**config.mk**
```make
export PLATFORM = sky130hd
export DESIGN_NAME = fifo_side_ctrl
export DESIGN_NICKNAME = d
export VERILOG_FILES = /design/src/rtl/fifo_side_ctrl.sv
export SDC_FILE = /design/constraint.sdc
export NUM_CORES = 1
export LEC_CHECK = 0
export ABC_AREA = 0
export BUFFER_PORTS_ARGS = -buffer_cell sky130_fd_sc_hd__buf_2
export CAP_MARGIN = 20
export CORE_ASPECT_RATIO = 1.4
export CORE_MARGIN = 2
export CORE_UTILIZATION = 36
export CTS_CLUSTER_SIZE = 25
export DETAILED_ROUTE_END_ITERATION = 12
export PLACE_DENSITY_LB_ADDON = 0.08
export SETUP_SLACK_MARGIN = 0.05
export SLEW_MARGIN = 20
export SYNTH_ARGS = -nofsm -noshare
export SYNTH_HDL_FRONTEND = slang
export SYNTH_SLANG_ARGS = --single-unit
```
**constraint.sdc**
```tcl
create_clock -name clk -period 5 [get_ports clk]
set_input_delay 1 -clock clk [delete_from_list [all_inputs] [get_ports clk]]
set_output_delay 1 -clock clk [all_outputs]
set_load 0.05 [all_outputs]
```
**src/rtl/fifo_side_ctrl.sv**
```systemverilog
// One side of a dual-clock FIFO: local binary/Gray pointer, remote Gray pointer
// synchroniser, and registered full/empty, almost-flag, level and error outputs.
module fifo_side_ctrl #(
    parameter int ADDRSIZE    = 4,
    parameter int MODE        = 1,
    parameter int SYNC_STAGES = 2,
    parameter int ALMOST_TH   = 2
) (
    input  logic                clk,
    input  logic                rstn,
    input  logic                req,
    input  logic [ADDRSIZE:0]   remote_gray,
    output logic [ADDRSIZE-1:0] addr,
    output logic [ADDRSIZE:0]   gray_ptr,
    output logic                flag,
    output logic                almost,
    output logic [ADDRSIZE:0]   level,
    output logic                accept,
    output logic                err
);

    localparam int   PW       = ADDRSIZE + 1;
    localparam logic RST_FLAG = (MODE == 0);

    // Handshake: a request is taken in any cycle where accept = req & ~flag is
    // high; accept is combinational and qualifies the RAM access that cycle.
    // A request while flag is high is dropped and reported on err next cycle.

    logic [PW-1:0] r_bin;
    logic [PW-1:0] r_gray;
    logic [PW-1:0] r_level;
    logic          r_flag;
    logic          r_almost;
    logic          r_err;
    logic [PW-1:0] r_sync [SYNC_STAGES];

    logic          w_inc;
    logic [PW-1:0] w_bin_next;
    logic [PW-1:0] w_gray_next;
    logic [PW-1:0] w_rs_gray;
    logic [PW-1:0] w_rs_bin;
    logic [PW-1:0] w_lvl_next;
    logic          w_flag_next;
    logic          w_almost_next;
    logic          w_err_next;

    assign w_inc       = req & ~r_flag;
    assign w_bin_next  = r_bin + PW'(w_inc);
    assign w_gray_next = w_bin_next ^ (w_bin_next >> 1);
    assign w_err_next  = req & r_flag;

    assign w_rs_gray = r_sync[SYNC_STAGES-1];

    // Each binary bit is the XOR of all Gray bits at or above it.
    for (genvar i = 0; i < PW; i++) begin : g_g2b
        assign w_rs_bin[i] = ^w_rs_gray[PW-1:i];
    end

    if (MODE != 0) begin : g_write_side
        localparam logic [PW-1:0] ALMOST_LVL = PW'((1 << ADDRSIZE) - ALMOST_TH);
        // Full: same address, opposite wrap bit, which in Gray flips the top two bits.
        assign w_flag_next   = (w_gray_next == {~w_rs_gray[PW-1:PW-2], w_rs_gray[PW-3:0]});
        assign w_lvl_next    = w_bin_next - w_rs_bin;
        assign w_almost_next = (w_lvl_next >= ALMOST_LVL);
    end else begin : g_read_side
        localparam logic [PW-1:0] ALMOST_LVL = PW'(ALMOST_TH);
        assign w_flag_next   = (w_gray_next == w_rs_gray);
        assign w_lvl_next    = w_rs_bin - w_bin_next;
        assign w_almost_next = (w_lvl_next <= ALMOST_LVL);
    end

    always_ff @(posedge clk or negedge rstn) begin
        if (!rstn) begin
            for (int i = 0; i < SYNC_STAGES; i++) begin
                r_sync[i] <= '0;
            end
        end else begin
            r_sync[0] <= remote_gray;
            for (int i = 1; i < SYNC_STAGES; i++) begin
                r_sync[i] <= r_sync[i-1];
            end
        end
    end

    always_ff @(posedge clk or negedge rstn) begin
        if (!rstn) begin
            r_bin    <= '0;
            r_gray   <= '0;
            r_level  <= '0;
            r_flag   <= RST_FLAG;
            r_almost <= RST_FLAG;
            r_err    <= 1'b0;
        end else begin
            r_bin    <= w_bin_next;
            r_gray   <= w_gray_next;
            r_level  <= w_lvl_next;
            r_flag   <= w_flag_next;
            r_almost <= w_almost_next;
            r_err    <= w_err_next;
        end
    end

    assign addr     = r_bin[ADDRSIZE-1:0];
    assign gray_ptr = r_gray;
    assign flag     = r_flag;
    assign almost   = r_almost;
    assign level    = r_level;
    assign accept   = w_inc;
    assign err      = r_err;

endmodule
```
==> metrics.md, run 1 <==
| Metric | Value |
|---|---|
| Design Area, Final | `1388 um^2` |
| Max_cap viols | `0` |
| Core area | `3123 um^2` |
| Final count of pins violating max slew | `0` |
| Hold path startpoint | `r_sync[5]$_DFF_PN0_` |
| CP cell instances | `xnor3_2 > xor2_1 > xnor2_1 > ha_1 > fa_1 > or2b_1 > o21ai_2 > xnor2_1 > a31o_1` |
| Postcts setup bufs | `0` |
| Synth Area in XOR/XNOR | `0.2047` |
| Die area | `3739 um^2` |
| GR Util met1 | `0.1133` |
| Worst path slowest cell | `xnor3_2` |
| RSZ-0062 raised after global routing | `no` |
| P&R area growth vs syn | `18.23%` |
| WL final | `1685 um` |
| Gpl congestion | `0.7110` |
| Clock transition at path regs | `90 ps` |
| WHS | `352.7 ps` |
| CP Class | `reg2reg` |
| Synth area leader | `dfrtp_1` |
| Cell count after synthesis | `82` |
| Post-DRT Antenna Nets | `0` |
| Worst-skew pair later-pin latency | `260 ps` |
| Outcome | `finished, final reports clean` |
| Most common cell after layout, fill and taps aside | `dfrtp_1` |
| Cell variety after synth | `25` |
| GRT met2 Usage | `0.2138` |
| Busiest grt layer | `met2` |
| GRT Residual Overflow | `0` |
| CTS tree | `done` |
| Critical path endpoint category | `register` |
| WHS Endpoint | `w_rs_gray[0]$_DFF_PN0_` |
| # clock sinks | `27` |
| Worst Max-Slew Pin Slew | `591.1 ps` |
| R2r setup slk | `2250 ps` |
| Worst reg-to-reg path cell count | `9` |
| Critical Path Max Stage Delay | `510 ps` |
| Fillers | `314` |
| Crit-path most repeated cell | `xnor2_1` |
| Vias in the first global route | `742` |
| Commonest non-fill, non-tap cells in the layout | `27 x dfrtp_1, 25 x buf_2, 11 x xnor2_1, 6 x inv_1` |
| Clock buffer depth | `2` |
| Met3 usage | `0.02500` |
| HPWL after detailed placement | `1331 um` |
| Hold Crit Depth | `0` |
| Largest fanout on the critical path | `7` |
| GRT Overall Usage | `0.1119` |
| I/O pin total | `26` |
| Syn. warnings | `0` |
| Hold buffer count at CTS | `0` |
| FF+latch count, synth | `27` |
| Num CTS Buffers | `3` |
| FF/Latch Area | `675.6 um^2` |
| Tcrit/Tclk final | `0.5500` |
| Via density | `4.430` |
| Antenna Cells | `0` |
| DRC viols | `0` |
| CP Data Arrival Time | `2910 ps` |
| FF-to-FF Start | `w_rs_gray[4]$_DFF_PN0_` |
| Starting Density | `0.3758` |
| CTS root buf | `clkbuf_8` |
| DR pass1 iterations | `2` |
| Synth area leaders | `dfrtp_1 58%, xnor2_1 8.2%, ha_1 5.3%` |
| Proportion of layout cells with a drive suffix above 1 | `0.3273` |
| Maximum clock frequency | `363.6 MHz` |
| Minimum clock period | `2750 ps` |
| DR vias | `660` |
| Fin nets | `125` |
| Die X | `52.26 um` |
| Initial antenna violation count | `0` |
| Routed len/inst | `11.31 um` |
| Dpl cell area | `1343 um^2` |
| Compound-cell area share of the yosys netlist | `0.05544` |
| Top-area cell type share of the netlist area | `0.5757` |
| Cell Area, Synth | `1174 um^2` |
| Die span in y | `71.56 um` |
| Syn Area/Cell | `14.31 um^2` |
| Largest net degree at the start of global routing | `28` |
| Initial DRC Count | `5` |
| FF-to-FF End | `almost$_DFF_PN0_` |
| Count of final setup violators | `0` |
| H-tree levels | `1` |
| Syn nets | `96` |
| Register area share after synthesis | `0.5757` |
| Final Hold Viols | `0` |
| Clock skew | `4.007 ps` |
| Worst hold path class | `reg2reg` |
| FP Rows | `24` |
| Setup crit start kind | `register` |
| Port Buffers | `25` |
| Worst slew margin | `0.6060` |
| Setup TNS | `0 ps` |
| Area occupied by multi-input gates | `470.5 um^2` |
| Mux cell area share after synthesis | `0` |
| WP data required | `5160 ps` |
| Simple-gate share of the synthesized area | `0.07036` |
| Post-cts gate resize count | `0` |
| Largest family of logic cells by synthesized area | `XOR/XNOR gates` |
| Global-route wire length before repair | `3091 um` |
| Synth Area in Adders | `0.07036` |
==> how the worst max path moves through the flow <==
stage,start,end,depth (start not counted)
2_1_floorplan,req,almost$_DFF_PN0_,8
3_3_place_gp,req,almost$_DFF_PN0_,9
3_5_place_dp,req,almost$_DFF_PN0_,9
4_1_cts,w_rs_gray[4]$_DFF_PN0_,almost$_DFF_PN0_,9
5_1_grt,w_rs_gray[4]$_DFF_PN0_,almost$_DFF_PN0_,9
6_report,w_rs_gray[4]$_DFF_PN0_,almost$_DFF_PN0_,9
==> cells by family (layout without fill, tap and decap cells) <==
logic type	after synthesis	in the layout
buffers and inverters	7	35
AOI/OAI and AO/OA	8	8
xor gates and xnor gates	21	21
and+or+nand+nor	13	13
DFF	27	27
adders and majority gates	6	6
==> stage by stage <==
stage	instances	setup slack, ps	utilization
floorplan	82	1563	-
finish	149	2250	0.4443
detailed placement	145	1957	0.4299
CTS	149	2208	0.4443
global route	149	2033	0.4443
global placement	145	2004	0.4299
==> state kept, by name, summed over array words and instances (netlist names) <==
register and flops:
gray_ptr 4, r_sync 5, level 5, r_bin 5, flag 1, almost 1
err 1, w_rs_gray 5
==> cell type report <==
type | instances | area share
clock buffers | 4 | 0.03246
inverters | 6 | 0.01623
multi-input cells | 48 | 0.3390
flip-flops and latches | 27 | 0.4869
well taps | 39 | 0.03517
repair buffers | 25 | 0.09017
==> worst max-delay path, delay by kind of cell, from the launching register on <==
kind | cells | cell delay, ps
XOR/XNOR | 4 | 990
adder cells (fa/ha/maj) | 2 | 640
flip-flops | 1 | 470
AO/OA/AOI/OAI | 2 | 300
AND/OR/NAND/NOR | 1 | 250
==> metal layers <==
metal | share of wire | vias to the layer above
met5 | 0 | -
met4 | 0.0071 | 0
met3 | 0.043 | 2
met2 | 0.55 | 16
met1 | 0.40 | 321
li1 | - | 321
==> cells in the mapped netlist <==
cell       n
a22oi_2    1
fa_1       1
buf_2      1
nor3b_1    2
and2_1     1
xor2_1     5
or3_1      2
xor2_2     1
dfrtp_1   27
xnor2_2    2
a211o_1    1
o211ai_1   1
and3b_1    1
xor2_4     1
xnor2_1   11
nand3_1    4
or2b_1     1
a31o_1     1
xnor3_2    1
o21ai_2    2
inv_1      6
a21oi_1    2
ha_1       5
nor2b_1    1
nand2b_1   1
Power of run 1 is left out: the tool's default activity adds up to more than one toggle a clock period on the data nets, which glitch-free logic cannot reach.
==> inputs of run 2 (changes only) <==
Clock period 5 ns to 2.6 ns, I/O delays scaled along.
==> run 2 against run 1 <==
Against the previous run: first-iteration DRC count grew to 5.4 times the previous value; global-route usage shrank 0.11 points; non-clock buffer count up 8; worst setup slack lost 2100 ps; fmax rose by 13%; final cell count up 5.4%; count of clock-buffer cells in the layout is the same.
==> metrics.md, run 2 (synthesis gave the netlist of run 1 again) <==
| Metric | Value |
|---|---|
| GRT Residual Overflow | `0` |
| Die span in y | `71.56 um` |
| Hold buffer count at CTS | `0` |
| Worst slew margin | `0.6092` |
| Proportion of layout cells with a drive suffix above 1 | `0.4068` |
| Outcome | `finished, final reports clean` |
| Tcrit/Tclk final | `0.9363` |
| Critical path endpoint category | `register` |
| H-tree levels | `1` |
| Max_cap viols | `0` |
| DRC viols | `0` |
| Routed len/inst | `11.89 um` |
| Worst reg-to-reg path cell count | `9` |
| DR pass1 iterations | `3` |
| Via density | `4.414` |
| CTS root buf | `clkbuf_8` |
| Crit-path most repeated cell | `xnor2_1` |
| Commonest non-fill, non-tap cells in the layout | `27 x dfrtp_1, 25 x buf_2, 11 x xnor2_1, 8 x buf_4, 6 x inv_1` |
| RSZ-0062 raised after global routing | `no` |
| CP cell instances | `xnor3_2 > xor2_2 > xnor2_1 > ha_2 > fa_2 > or2b_1 > o21ai_2 > xnor2_1 > a31o_1` |
| GRT Overall Usage | `0.1108` |
| Die X | `52.26 um` |
| Most common cell after layout, fill and taps aside | `dfrtp_1` |
| Post-DRT Antenna Nets | `0` |
| Antenna Cells | `0` |
| P&R area growth vs syn | `25.05%` |
| DR vias | `693` |
| Port Buffers | `25` |
| Clock skew | `2.043 ps` |
| Clock buffer depth | `2` |
| # clock sinks | `27` |
| Final Hold Viols | `0` |
| I/O pin total | `26` |
| Die area | `3739 um^2` |
| Num CTS Buffers | `3` |
| Crit path max-delay family | `XOR/XNOR gates` |
| CTS tree | `done` |
| Setup TNS | `0 ps` |
| FP Rows | `24` |
| Fin nets | `133` |
| WP data required | `2760 ps` |
| Setup crit start kind | `register` |
| Global-route wire length before repair | `3008 um` |
| Crit path depth | `9` |
| Vias in the first global route | `685` |
| Count of final setup violators | `0` |
| Maximum clock frequency | `410.8 MHz` |
| WL final | `1866 um` |
| Gpl congestion | `0.8089` |
| Core area | `3123 um^2` |
| Minimum clock period | `2434 ps` |
| Worst path bufs/invs | `0` |
| Worst Max-Slew Pin Slew | `586.2 ps` |
| Clock transition at path regs | `90 ps` |
| Worst-skew pair later-pin latency | `260 ps` |
| Largest net degree at the start of global routing | `28` |
| Final count of pins violating max slew | `0` |
| Starting Density | `0.3758` |
| Initial antenna violation count | `0` |
| Largest fanout on the critical path | `3` |
| Worst path slowest cell | `xnor3_2` |
| Initial DRC Count | `27` |
| CP Class | `reg2reg` |
| Critical Path Max Stage Delay | `460 ps` |
| CP Data Arrival Time | `2590 ps` |
| Worst hold path class | `in2async` |
run 2: layout make-up:
cell class	instances	area, um^2
Fill cell	297	1655
Sequential cell	27	675.6
Inverter	6	22.52
Multi-Input combinational cell	48	490.5
Clock buffer	4	45.04
Timing Repair Buffer	33	185.2
Tap cell	39	48.80
run 2: what timing repair did:
action | CTS | global route
setup buffers | 0 | 1
endpoints found under the setup margin | 0 | 1
resized for setup | 0 | 2
run 2: final timing paths:
kind / slack, ps / end / start
worst max-delay path: 170 / almost$_DFF_PN0_ / w_rs_gray[4]$_DFF_PN0_
worst min-delay path: 250 / gray_ptr[1]$_DFF_PN0_ / rstn
worst max register to register: 170 / almost$_DFF_PN0_ / w_rs_gray[4]$_DFF_PN0_
worst min register to register: 350 / w_rs_gray[1]$_DFF_PN0_ / r_sync[6]$_DFF_PN0_
max in group asynchronous: 1970 / err$_DFF_PN0_ / rstn
min in group clk: 350 / w_rs_gray[1]$_DFF_PN0_ / r_sync[6]$_DFF_PN0_
run 2: through the flow:
stage / utilization / cells / hold slack, ps / worst slack [ps] / cell area (um^2)
3_3_place_gp: 0.4515 / 152 / 334.1 / 123.3 / 1410
2_1_floorplan: - / 82 / 224.4 / 55.70 / 1189
6_report: 0.4700 / 157 / 246.6 / 165.6 / 1468
5_1_grt: 0.4700 / 157 / 302.8 / 76.41 / 1468
4_1_cts: 0.4659 / 156 / 269.1 / 60.71 / 1455
3_5_place_dp: 0.4515 / 152 / 337.2 / 69.25 / 1410
run 2: layer usage:
metal / vias to the layer above / track usage / wire [um]
met1: 339 / 0.1178 / 743
met4: 0 / 0.04274 / 22
li1: 336 / - / -
met2: 16 / 0.2096 / 1027
met5: - / 0 / 0
met3: 2 / 0.01875 / 72
Power of run 2 is left out for the same reason.
==> inputs of run 3 (changes only) <==
Settings changed: CORE_UTILIZATION 36 to 40.
==> run 3 against run 2 <==
Against the previous run: register-to-register slack about the same; non-clock buffer count down 2; final area down 1.2%; worst setup slack better by 2.5 ps; wire length up 1.9%; utilization up 4.4 points; sequential share of layout area up 0.56 points; critical path depth unchanged; die area down 9.3%; count of clock-buffer cells in the layout unchanged; via count up 2.5%; sequential cell count unchanged; highest routed layer unchanged.
==> metrics.md, run 3 (synthesis gave the netlist of run 1 again) <==
| Metric | Value |
|---|---|
| Gpl congestion | `0.7567` |
| Die X | `49.78 um` |
| H-tree levels | `1` |
| Core area | `2820 um^2` |
| Port Buffers | `25` |
| FF-to-FF Start | `w_rs_gray[4]$_DFF_PN0_` |
| Tcrit/Tclk final | `0.9354` |
| CP Class | `reg2reg` |
| Antenna Cells | `0` |
| Via density | `4.641` |
| Global-route wire length before repair | `3187 um` |
| Critical Path Max Stage Delay | `460 ps` |
| DR pass1 iterations | `3` |
| Most common cell after layout, fill and taps aside | `dfrtp_1` |
| Count of final setup violators | `0` |
| Setup TNS | `0 ps` |
| Setup crit start kind | `register` |
| Worst Max-Slew Pin Slew | `586.6 ps` |
| FP Rows | `23` |
| GRT Overall Usage | `0.1343` |
| Maximum clock frequency | `411.2 MHz` |
| Area occupied by multi-input gates | `490.5 um^2` |
| WL final | `1902 um` |
| Worst slew margin | `0.6089` |
| Die area | `3390 um^2` |
| DR vias | `710` |
| Worst path bufs/invs | `0` |
| Outcome | `finished, final reports clean` |
| HPWL after detailed placement | `1460 um` |
| Fin nets | `131` |
| Max_cap viols | `0` |
| Num CTS Buffers | `3` |
| # clock sinks | `27` |
| Final Hold Viols | `0` |
| Worst hold path class | `in2async` |
| P&R area growth vs syn | `23.56%` |
| Post-DRT Antenna Nets | `0` |
| Clock buffer depth | `2` |
| Critical path startpoint | `w_rs_gray[4]$_DFF_PN0_` |
| CTS root buf | `clkbuf_8` |
| Initial antenna violation count | `0` |
| RSZ-0062 raised after global routing | `no` |
| Commonest non-fill, non-tap cells in the layout | `27 x dfrtp_1, 25 x buf_2, 11 x xnor2_1, 6 x inv_1, 6 x buf_4` |
| Routed len/inst | `12.43 um` |
| Starting Density | `0.4161` |
| FF/Latch Area | `675.6 um^2` |
| Largest fanout on the critical path | `3` |
| Initial DRC Count | `9` |
| I/O pin total | `26` |
| Minimum clock period | `2432 ps` |
| GRT Residual Overflow | `0` |
| Fillers | `276` |
| Largest net degree at the start of global routing | `28` |
| Clock skew | `5.144 ps` |
| CTS tree | `done` |
| Proportion of layout cells with a drive suffix above 1 | `0.3966` |
| CP Data Arrival Time | `2600 ps` |
| Postcts setup bufs | `0` |
| Crit-path most repeated cell | `xnor2_1` |
| Clock transition at path regs | `90 ps` |
| Critical path endpoint category | `register` |
| Vias in the first global route | `738` |
| Die span in y | `68.09 um` |
| Worst-skew pair later-pin latency | `270 ps` |
| Crit path max-delay family | `XOR/XNOR gates` |
| Hold buffer count at CTS | `0` |
| CP cell instances | `xnor3_2 > xor2_2 > xnor2_1 > ha_2 > fa_2 > or2b_1 > o21ai_2 > xnor2_1 > a31o_1` |
| DRC viols | `0` |
| WP data required | `2770 ps` |
| Worst path slowest cell | `xnor3_2` |
| Final count of pins violating max slew | `0` |
-- run 3: cell count changes in the layout (fill, tap and decap cells not counted), sizes merged --
cell,delta
buf,-2
-- run 3: path summary, 6_finish.rpt --
| kind | to | slack [ps] | cells after the start |
|---|---|---|---|
| worst max-delay path | almost$_DFF_PN0_ | 170 | 9 |
| worst min-delay path | almost$_DFF_PN0_ | 240 | 1 |
| worst max register to register | almost$_DFF_PN0_ | 170 | 9 |
| worst min register to register | w_rs_gray[2]$_DFF_PN0_ | 350 | 0 |
| max in group asynchronous | w_rs_gray[3]$_DFF_PN0_ | 1970 | 1 |
| min in group clk | r_sync[7]$_DFF_PN0_ | 350 | 1 |
-- run 3: layer usage --
| metal | GRT usage | routed length (um) |
|---|---|---|
| met2 | 0.2500 | 1061 |
| met5 | 0 | 0 |
| met4 | 0.1181 | 64 |
| met3 | 0.02183 | 62 |
| met1 | 0.1270 | 714 |
-- run 3: worst reg2reg max path: stages, from the launching register on --
cell and delay [ps]:
dfrtp_1 370, xnor3_2 460, xor2_2 180, xnor2_1 140, ha_2 180, fa_2 370, or2b_1 240, o21ai_2 120
xnor2_1 90, a31o_1 180
-- run 3: timing repair --
item	4_1_cts	5_1_grt
gates resized for setup	0	2
hold endpoints to repair	0	0
setup endpoints to repair	0	1
-- run 3: metrics by stage --
| stage | cells | cell area, um^2 | worst slack, ps | utilization | hold slack [ps] |
|---|---|---|---|---|---|
| 6_report | 153 | 1450 | 168.1 | 0.5142 | 237.5 |
| 3_3_place_gp | 149 | 1400 | 121.8 | 0.4965 | 333.4 |
| 5_1_grt | 153 | 1450 | 73.43 | 0.5142 | 281.0 |
| 2_1_floorplan | 82 | 1189 | 55.70 | - | 224.4 |
| 3_5_place_dp | 149 | 1400 | 86.70 | 0.4965 | 334.7 |
| 4_1_cts | 153 | 1445 | 52.14 | 0.5124 | 253.8 |
-- run 3: layout make-up --
type                            count  area share
Clock buffer                        4     0.03106
Inverter                            6     0.01553
Multi-Input combinational cell     48      0.3382
Sequential cell                    27      0.4659
Tap cell                           37     0.03192
Timing Repair Buffer               31      0.1173
Power of run 3 is left out for the same reason.
